$ cat src/rtl/back1_rom_fetch_cache.sv
`timescale 1ns/1ps
// Direct-mapped cache of 16-bit ROM words between Back1's toggle port and one SDRAM channel.
// Hit: core_ack 2 clk after the request is seen in IDLE; miss waits on sdr_ack; one SDRAM request in flight.
module back1_rom_fetch_cache #(
  parameter int                IDX_W    = 4,
  parameter int                ADDR_W   = 24,
  parameter logic [ADDR_W-1:0] ROM_BASE = 24'h020000
) (
  input  logic              clk,
  input  logic              VIDEO_RSTn,
  input  logic              flush,
  input  logic [ADDR_W-1:0] core_addr,
  input  logic              core_req,
  output logic              core_ack,
  output logic [15:0]       core_data,
  output logic [ADDR_W-1:0] sdr_addr,
  output logic              sdr_req,
  input  logic              sdr_ack,
  input  logic [15:0]       sdr_data,
  output logic [15:0]       hit_cnt
);

  localparam int TAG_W = ADDR_W - IDX_W;
  localparam int DEPTH = 1 << IDX_W;

  typedef enum logic [1:0] {RESYNC, IDLE, LOOKUP, FETCH} state_t;

  state_t            state;
  logic [TAG_W-1:0]  tag_ram  [DEPTH];
  logic [15:0]       data_ram [DEPTH];
  logic [DEPTH-1:0]  valid;
  logic [ADDR_W-1:0] cap_addr;
  logic              cap_req;
  logic [TAG_W-1:0]  rd_tag;
  logic [15:0]       rd_data;
  logic              flush_seen;

  logic [IDX_W-1:0]  cap_idx;
  logic [TAG_W-1:0]  cap_tag;
  logic              sdr_done;
  logic              pending;
  logic              hit;
  logic              fill_we;

  assign cap_idx  = cap_addr[IDX_W-1:0];
  assign cap_tag  = cap_addr[ADDR_W-1:IDX_W];
  assign sdr_done = (sdr_ack == sdr_req);
  assign pending  = (core_req != core_ack);
  assign hit      = valid[cap_idx] && (rd_tag == cap_tag) && !flush;
  // A fill is dropped if flush was seen at any point while the fetch was outstanding.
  assign fill_we  = (state == FETCH) && sdr_done && !flush_seen && !flush;

  always_ff @(posedge clk) begin
    if (fill_we) begin
      tag_ram[cap_idx]  <= cap_tag;
      data_ram[cap_idx] <= sdr_data;
    end
    if (state == IDLE) begin
      rd_tag  <= tag_ram[core_addr[IDX_W-1:0]];
      rd_data <= data_ram[core_addr[IDX_W-1:0]];
    end
  end

  always_ff @(posedge clk or negedge VIDEO_RSTn) begin
    if (!VIDEO_RSTn) begin
      state      <= RESYNC;
      core_ack   <= 1'b0;
      core_data  <= 16'h0000;
      sdr_req    <= 1'b0;
      sdr_addr   <= '0;
      hit_cnt    <= 16'h0000;
      valid      <= '0;
      cap_addr   <= '0;
      cap_req    <= 1'b0;
      flush_seen <= 1'b0;
    end else begin
      case (state)
        RESYNC: begin
          if (sdr_done) state <= IDLE;
        end
        IDLE: begin
          // A stray controller ack (left over from before reset) sends us back to realign.
          if (!sdr_done) begin
            state <= RESYNC;
          end else if (!flush && pending) begin
            cap_addr <= core_addr;
            cap_req  <= core_req;
            state    <= LOOKUP;
          end
        end
        LOOKUP: begin
          if (hit) begin
            core_data <= rd_data;
            core_ack  <= cap_req;
            if (hit_cnt != 16'hFFFF) hit_cnt <= hit_cnt + 16'd1;
            state <= IDLE;
          end else if (!sdr_done) begin
            state <= RESYNC;
          end else begin
            sdr_addr   <= cap_addr + ROM_BASE;
            sdr_req    <= ~sdr_req;
            flush_seen <= flush;
            state      <= FETCH;
          end
        end
        FETCH: begin
          if (flush) flush_seen <= 1'b1;
          if (sdr_done) begin
            if (fill_we) valid[cap_idx] <= 1'b1;
            // Only acknowledge when the core is still asking for the fetched word.
            if (core_addr == cap_addr) begin
              core_data <= sdr_data;
              core_ack  <= cap_req;
            end
            state <= IDLE;
          end
        end
        default: state <= RESYNC;
      endcase
      if (flush) begin
        valid   <= '0;
        hit_cnt <= 16'h0000;
      end
    end
  end

endmodule

$ cat config.mk
export PLATFORM = sky130hd
export DESIGN_NAME = back1_rom_fetch_cache
export DESIGN_NICKNAME = d
export VERILOG_FILES = /design/src/rtl/back1_rom_fetch_cache.sv
export SDC_FILE = /design/constraint.sdc
export NUM_CORES = 1
export LEC_CHECK = 0
export ABC_AREA = 1
export BUFFER_PORTS_ARGS = -buffer_cell sky130_fd_sc_hd__buf_4
export CAP_MARGIN = 20
export CORE_ASPECT_RATIO = 0.75
export CORE_MARGIN = 2
export CORE_UTILIZATION = 60
export CTS_CLUSTER_SIZE = 20
export DETAILED_ROUTE_END_ITERATION = 12
export HOLD_SLACK_MARGIN = 0.05
export MAX_ROUTING_LAYER = met4
export PLACE_DENSITY_LB_ADDON = 0.12
export SYNTH_ARGS = -nofsm -noshare
export SYNTH_HDL_FRONTEND = slang
export SYNTH_SLANG_ARGS = --single-unit
$ cat constraint.sdc
create_clock -name clk -period 5.11 [get_ports clk]
set_input_delay 0.511 -clock clk [delete_from_list [all_inputs] [get_ports clk]]
set_output_delay 0.511 -clock clk [all_outputs]
set_load 0.005 [all_outputs]
==> flow_summary.toml, run 1 <==
[yosys]
synth.avg_cell_area_sq_um = 12.9
synthTopCellsByArea = "edfxtp_1, dfrtp_1, nand2_1"
synth-seq-cells = 714
syn_area_sq_um = 29300
synth_cells = 2265
synth_ff_type = "edfxtp_1"
yosys.area_share.simple_pct = 10.9
synth_compound_area_share_pct = 9.23
ys_warn_count = 0
synth_top_family_by_area = "simple AND/OR/NAND/NOR gates"
synthMuxAreaShare_pct = 3.86
synth_top_area_share_pct = 62.8
synth_nets = 2316
synth-seq-area-share_pct = 71.5
synthXorXnorAreaFrac_pct = 1.14
yosysTopAreaCell = "edfxtp_1"
synth-edff-count = 612
async_flop_share_pct = 14.3
ys_types = 48
synth-adder-area-share_pct = 0.257

[cells_and_area]
antenna_cells = 0
final_util_pct = 67.6
drive_above_1_share_pct = 11.5
area_growth_pct = 11.9
final_nets = 2386
seq_area_sq_um = 20900
n_fill_cell = 3443
multi_input_area_sq_um = 7540

[detailed_routing]
first_iter_violations = 2041
via_count = 18520
drcViolationCount = 0
vias_per_cell = 6.10
dr.pass1.iters = 6
wl_microns = 70600
wire_per_inst_microns = 23.2
drtAntennaViolNets = 0

[clock_tree]
cts_setup_buffers = 0
tritoncts = "yes"
clkTransAtPathRegs_ps = 60
clockRootBuffer = "clkbuf_16"
cts_max_level = 3
cts_buffers = 68
clock_path_buffers = 3
insertion_delay_ps = 620
cts_sinks = 714

[sta]
maxSlewHeadroom_pct = 27.7
period_needed_ps = 3510
setup_tns_ps = 0
finalHoldViolCount = 0
finalCritPeriodShare_pct = 68.7
rsz0062_at_grt = "false"
slew_violations = 0
finalSetupViolCount = 0
worstMarginPinSlew_ps = 1090
fin_worst_skew_ps = 17.2
fmax_mhz = 285

[grt]
grt_pass1_wl_microns = 107000
overflow = 0
antenna_found_initial = 1
use_met2_pct = 42.2
busiest_layer = "met2"
met1_usage_pct = 42.1
grtUsageMet3_pct = 6.18
grt_usage_pct = 29.0
grt_pass1_vias = 17752
grt_max_degree = 167

[pwr]
pwr_density_cell_nw_per_um2 = 452
leakage_nw = 12.0
ir_drop_uv = 311

[setup_path]
cp_max_fo = 22
cp.arrival_ps = 3800
cp.required_ps = 5400
path_cells = "or2_1 -> and2_1 -> nor4_1 -> nand2_1 -> nor2_4 -> buf_4"
slowest_stage = "nor2_4"
slowest_delay_ps = 780
critPathKind = "reg -> reg"
cp-start-kind = "flip-flop"
critPathCaptureType = "flip-flop"

[floorplanning]
core_area_sq_um = 48400
die_area_sq_um = 50600
ios = 103
die_h_microns = 195
rows = 70
die_w_microns = 259
initial_core_util_pct = 60.4

[placement]
hpwl_microns = 40800
port_buffers = 102
place.gp.congestion = 0.903

[run]
maxCapViolCount = 0

[hold_path]
hp-class = "in -> reg"

[status]
status = "finished, final reports clean"
-- path summary, 6_finish.rpt --
kind / start / to / slack (ps) / cells after the start
setup / recovery: sdr_req$_DFFE_PN0P_ / data_ram[10][5]$_DFFE_PP_ / 1600 / 6
hold / removal: sdr_ack / sdr_req$_DFFE_PN0P_ / 90 / 2
setup reg to reg: sdr_req$_DFFE_PN0P_ / data_ram[10][5]$_DFFE_PP_ / 1600 / 6
hold reg to reg: core_data[6]$_DFFE_PN0P_ / core_data[6]$_DFFE_PN0P_ / 470 / 2
max in group asynchronous: VIDEO_RSTn / cap_addr[11]$_DFFE_PN0P_ / 3450 / 3
min in group asynchronous: VIDEO_RSTn / core_data[9]$_DFFE_PN0P_ / 470 / 2
-- synth_stat cells, types with 10 or more instances --
cell,instances
nand2_1,347
nor3_1,10
nand3_1,80
o221ai_1,106
o32ai_1,33
xor2_1,21
dfrtp_1,102
edfxtp_1,612
o21ai_0,199
nor2_1,302
inv_1,68
o211ai_1,33
xnor2_1,17
buf_2,18
mux2i_1,106
clkbuf_1,96
o22ai_1,19
-- critical path, delay by kind of cell, from the launching register on --
family | cells | cell delay, ps
AND/OR/NAND/NOR | 5 | 2380
buffers and inverters | 1 | 380
flip-flops | 1 | 400
-- sequential cells by signal, summed over array words and instances (netlist names) --
signal      cells
rd_data        16
data_ram      256
valid          16
core_ack        1
cap_req         1
flush_seen      1
state           2
sdr_req         1
rd_tag         20
tag_ram       320
sdr_addr       24
cap_addr       24
core_data      16
hit_cnt        16
-- placed cells by master (no fill, tap or decap), types with 16 or more instances in the layout --
| master | n |
|---|---|
| o21ai_0 | 199 |
| nand2_1 | 347 |
| o211ai_1 | 33 |
| mux2i_1 | 106 |
| nor2_4 | 16 |
| o22ai_1 | 19 |
| nand3_1 | 80 |
| o32ai_1 | 33 |
| inv_1 | 67 |
| dfrtp_1 | 102 |
| o221ai_1 | 106 |
| clkbuf_1 | 25 |
| nor2_1 | 286 |
| xnor2_1 | 17 |
| clkbuf_16 | 68 |
| edfxtp_1 | 612 |
| xor2_1 | 21 |
| buf_4 | 133 |
-- through the flow --
stage                     cell area (sq um)  cells  power [W]  setup WS [ps]  hold slack [ps]
after floorplan                       29300   2265    0.00893           1530              215
after global placement                30600   2912    0.00996           1460              458
after detailed placement              30600   2912     0.0100           1400              464
after CTS                             32800   3038     0.0149           1600             65.8
after global routing                  32800   3038     0.0154           1330             85.2
final                                 32800   3038     0.0148           1600             88.0
-- power by group --
group	switching, W	internal (W)	total (W)	leakage [nW]
clock	0.00218	0.00272	0.00489	1.04
sequential	0.000719	0.00709	0.00780	6.85
combinational	0.00138	0.000746	0.00212	4.07
-- metal layers --
metal  part of all wire [%]  wire, microns
met5                      0              0
met4                    2.2           1530
met3                    8.3           5860
met2                     45          31900
met1                     44          31300
-- area by class of cell --
type	count	area share (%)
repair buffers	138	3.28
multi-input cells	1340	23.0
clock inverters	28	0.844
flip-flops and latches	714	63.9
well taps	648	2.47
clock buffers	97	5.65
inverters	73	0.852
-- what timing repair did --
item / 4_1_cts / 5_1_grt
hold endpoints to repair: 50 / 0
hold buffers: 1 / 0
gates resized for setup: 0 / 0
-- logic make-up after synthesis --
family | after synthesis
AOI/OAI and AO/OA | 409
xor gates and xnor gates | 38
adders and majority gates | 6
buffers and inverters | 211
DFF | 714
muxes | 112
and+or+nand+nor | 775
Note: power is estimated with default switching activity, not from simulation.
==> run 2, diff against run 1 <==
==> constraint.sdc (replaced) <==
create_clock -name clk -period 3.6 [get_ports clk]
set_input_delay 0.36 -clock clk [delete_from_list [all_inputs] [get_ports clk]]
set_output_delay 0.36 -clock clk [all_outputs]
set_load 0.005 [all_outputs]
==> flow_summary.toml, run 2 (same netlist as run 1, synthesis figures left out) <==
[clock_tree]
tritoncts = "yes"
cts_max_level = 3
clkTransAtPathRegs_ps = 60
insertion_delay_ps = 620
cts_sinks = 714
clockRootBuffer = "clkbuf_16"
clock_path_buffers = 3
cts_buffers = 68

[cells_and_area]
largest_reg_flops = 320
top_register = "tag_ram"
drive_above_1_share_pct = 12.1
n_fill_cell = 3411
design_area_sq_um = 33100
final_util_pct = 68.4
area_growth_pct = 13.2
reg_top3 = "tag_ram: 320 flops, data_ram: 256 flops"
final_nets = 2418
antenna_cells = 0
final_cell_mix = "edfxtp_1, nand2_1, nor2_1"
mostFrequentLayoutCell = "edfxtp_1"

[grt]
overflow = 0
grt_pass1_wl_microns = 111000
grt_pass1_vias = 18124
grt_usage_pct = 30.5
grt_max_degree = 161
antenna_found_initial = 0

[detailed_routing]
vias_per_cell = 6.14
drtAntennaViolNets = 0
drcViolationCount = 0
first_iter_violations = 2368
via_count = 18809
dr.pass1.iters = 6
wire_per_inst_microns = 23.9
wl_microns = 73300

[placement]
place.gp.congestion = 0.897
port_buffers = 102
placed_area_sq_um = 30800
hpwl_microns = 40900

[status]
status = "finished, final reports clean"

[pwr]
leakage_nw = 12.1
power_w = 0.0211
pwr_density_cell_nw_per_um2 = 638
ir_drop_uv = 558

[run]
maxCapViolCount = 0

[setup_path]
slowest_stage = "nor4_1"
reg2reg_setup_slack_ps = 190
critPathTopFamily = "simple AND/OR/NAND/NOR gates"
cp.required_ps = 3890
slowest_delay_ps = 790
cp.buffers_inverters = 1
critPathKind = "reg -> reg"
cp.arrival_ps = 3700
critPathCaptureType = "flip-flop"
path_cells = "or2_1 -> and2_1 -> nor4_1 -> nand2_1 -> nor2_4 -> buf_12"
cp-start-kind = "flip-flop"
cp_max_fo = 28

[sta]
rsz0062_at_grt = "false"
finalCritPeriodShare_pct = 94.8
maxSlewHeadroom_pct = 23.9
period_needed_ps = 3410
worstMarginPinSlew_ps = 1140
fmax_mhz = 293
slew_violations = 0
hold_ws_ps = 58.9
setup_tns_ps = 0
fin_worst_skew_ps = 16.4
finalHoldViolCount = 0
finalSetupViolCount = 0

[floorplanning]
die_w_microns = 259
ios = 103
die_area_sq_um = 50600
initial_core_util_pct = 60.4
core_area_sq_um = 48400
die_h_microns = 195
rows = 70

[hold_path]
hp-class = "in -> reg"
-- run 2: changes by cell type in the layout (fill, tap and decap cells not counted), sizes merged, moves of 2 or more --
cell and change:
bufinv +2, clkinvlp +3, buf +15, clkbuf -13, clkinv +2, dlygate4sd3 +17
-- run 2: tightest hold or removal path: stages --
cell     delay (ps)
buf_4            80
inv_1            50
o21ai_0         140
-- run 2: area by class of cell --
class	count	area (sq um)	share of cell area, %
well taps	648	811	2.45
clock buffers	84	1810	5.47
clock inverters	34	319	0.963
repair buffers	170	1450	4.36
multi-input cells	1340	7540	22.7
inverters	73	282	0.850
flip-flops and latches	714	20900	63.2
-- run 2: layer usage --
metal	part of all wire [%]	up-vias	global-route usage, %
li1	-	8492	-
met1	43	9260	44.9
met2	45	944	43.4
met3	11	113	7.42
met4	1.7	0	6.85
met5	0	-	-
-- run 2: power breakdown --
part | switching (W) | internal [W] | total (W) | leakage, nW
Sequential | 0.000912 | 0.0101 | 0.0110 | 6.85
Clock | 0.00302 | 0.00395 | 0.00697 | 1.04
Combinational | 0.00209 | 0.00111 | 0.00319 | 4.24
-- run 2: final timing paths --
kind | start | to | cells after the start
setup / recovery | sdr_req$_DFFE_PN0P_ | tag_ram[14][15]$_DFFE_PP_ | 6
hold / removal | core_addr[16] | cap_addr[16]$_DFFE_PN0P_ | 3
setup reg to reg | sdr_req$_DFFE_PN0P_ | tag_ram[14][15]$_DFFE_PP_ | 6
hold reg to reg | core_data[12]$_DFFE_PN0P_ | core_data[12]$_DFFE_PN0P_ | 2
max in group asynchronous | VIDEO_RSTn | hit_cnt[15]$_DFFE_PN0P_ | 3
min in group asynchronous | VIDEO_RSTn | core_data[8]$_DFFE_PN0P_ | 3
-- run 2: per-stage QoR --
step | cells | setup slack (ps)
2_1_floorplan | 2265 | 15.5
3_3_place_gp | 2927 | 265
3_5_place_dp | 2927 | 213
4_1_cts | 3063 | 235
5_1_grt | 3063 | 34.3
6_report | 3063 | 188
-- run 2: repair_timing --
action | in CTS | in global routing
resized for setup | 0 | 0
hold buffers | 18 | 0
buffers inserted | 0 | 0
hold endpoints to repair | 149 | 0
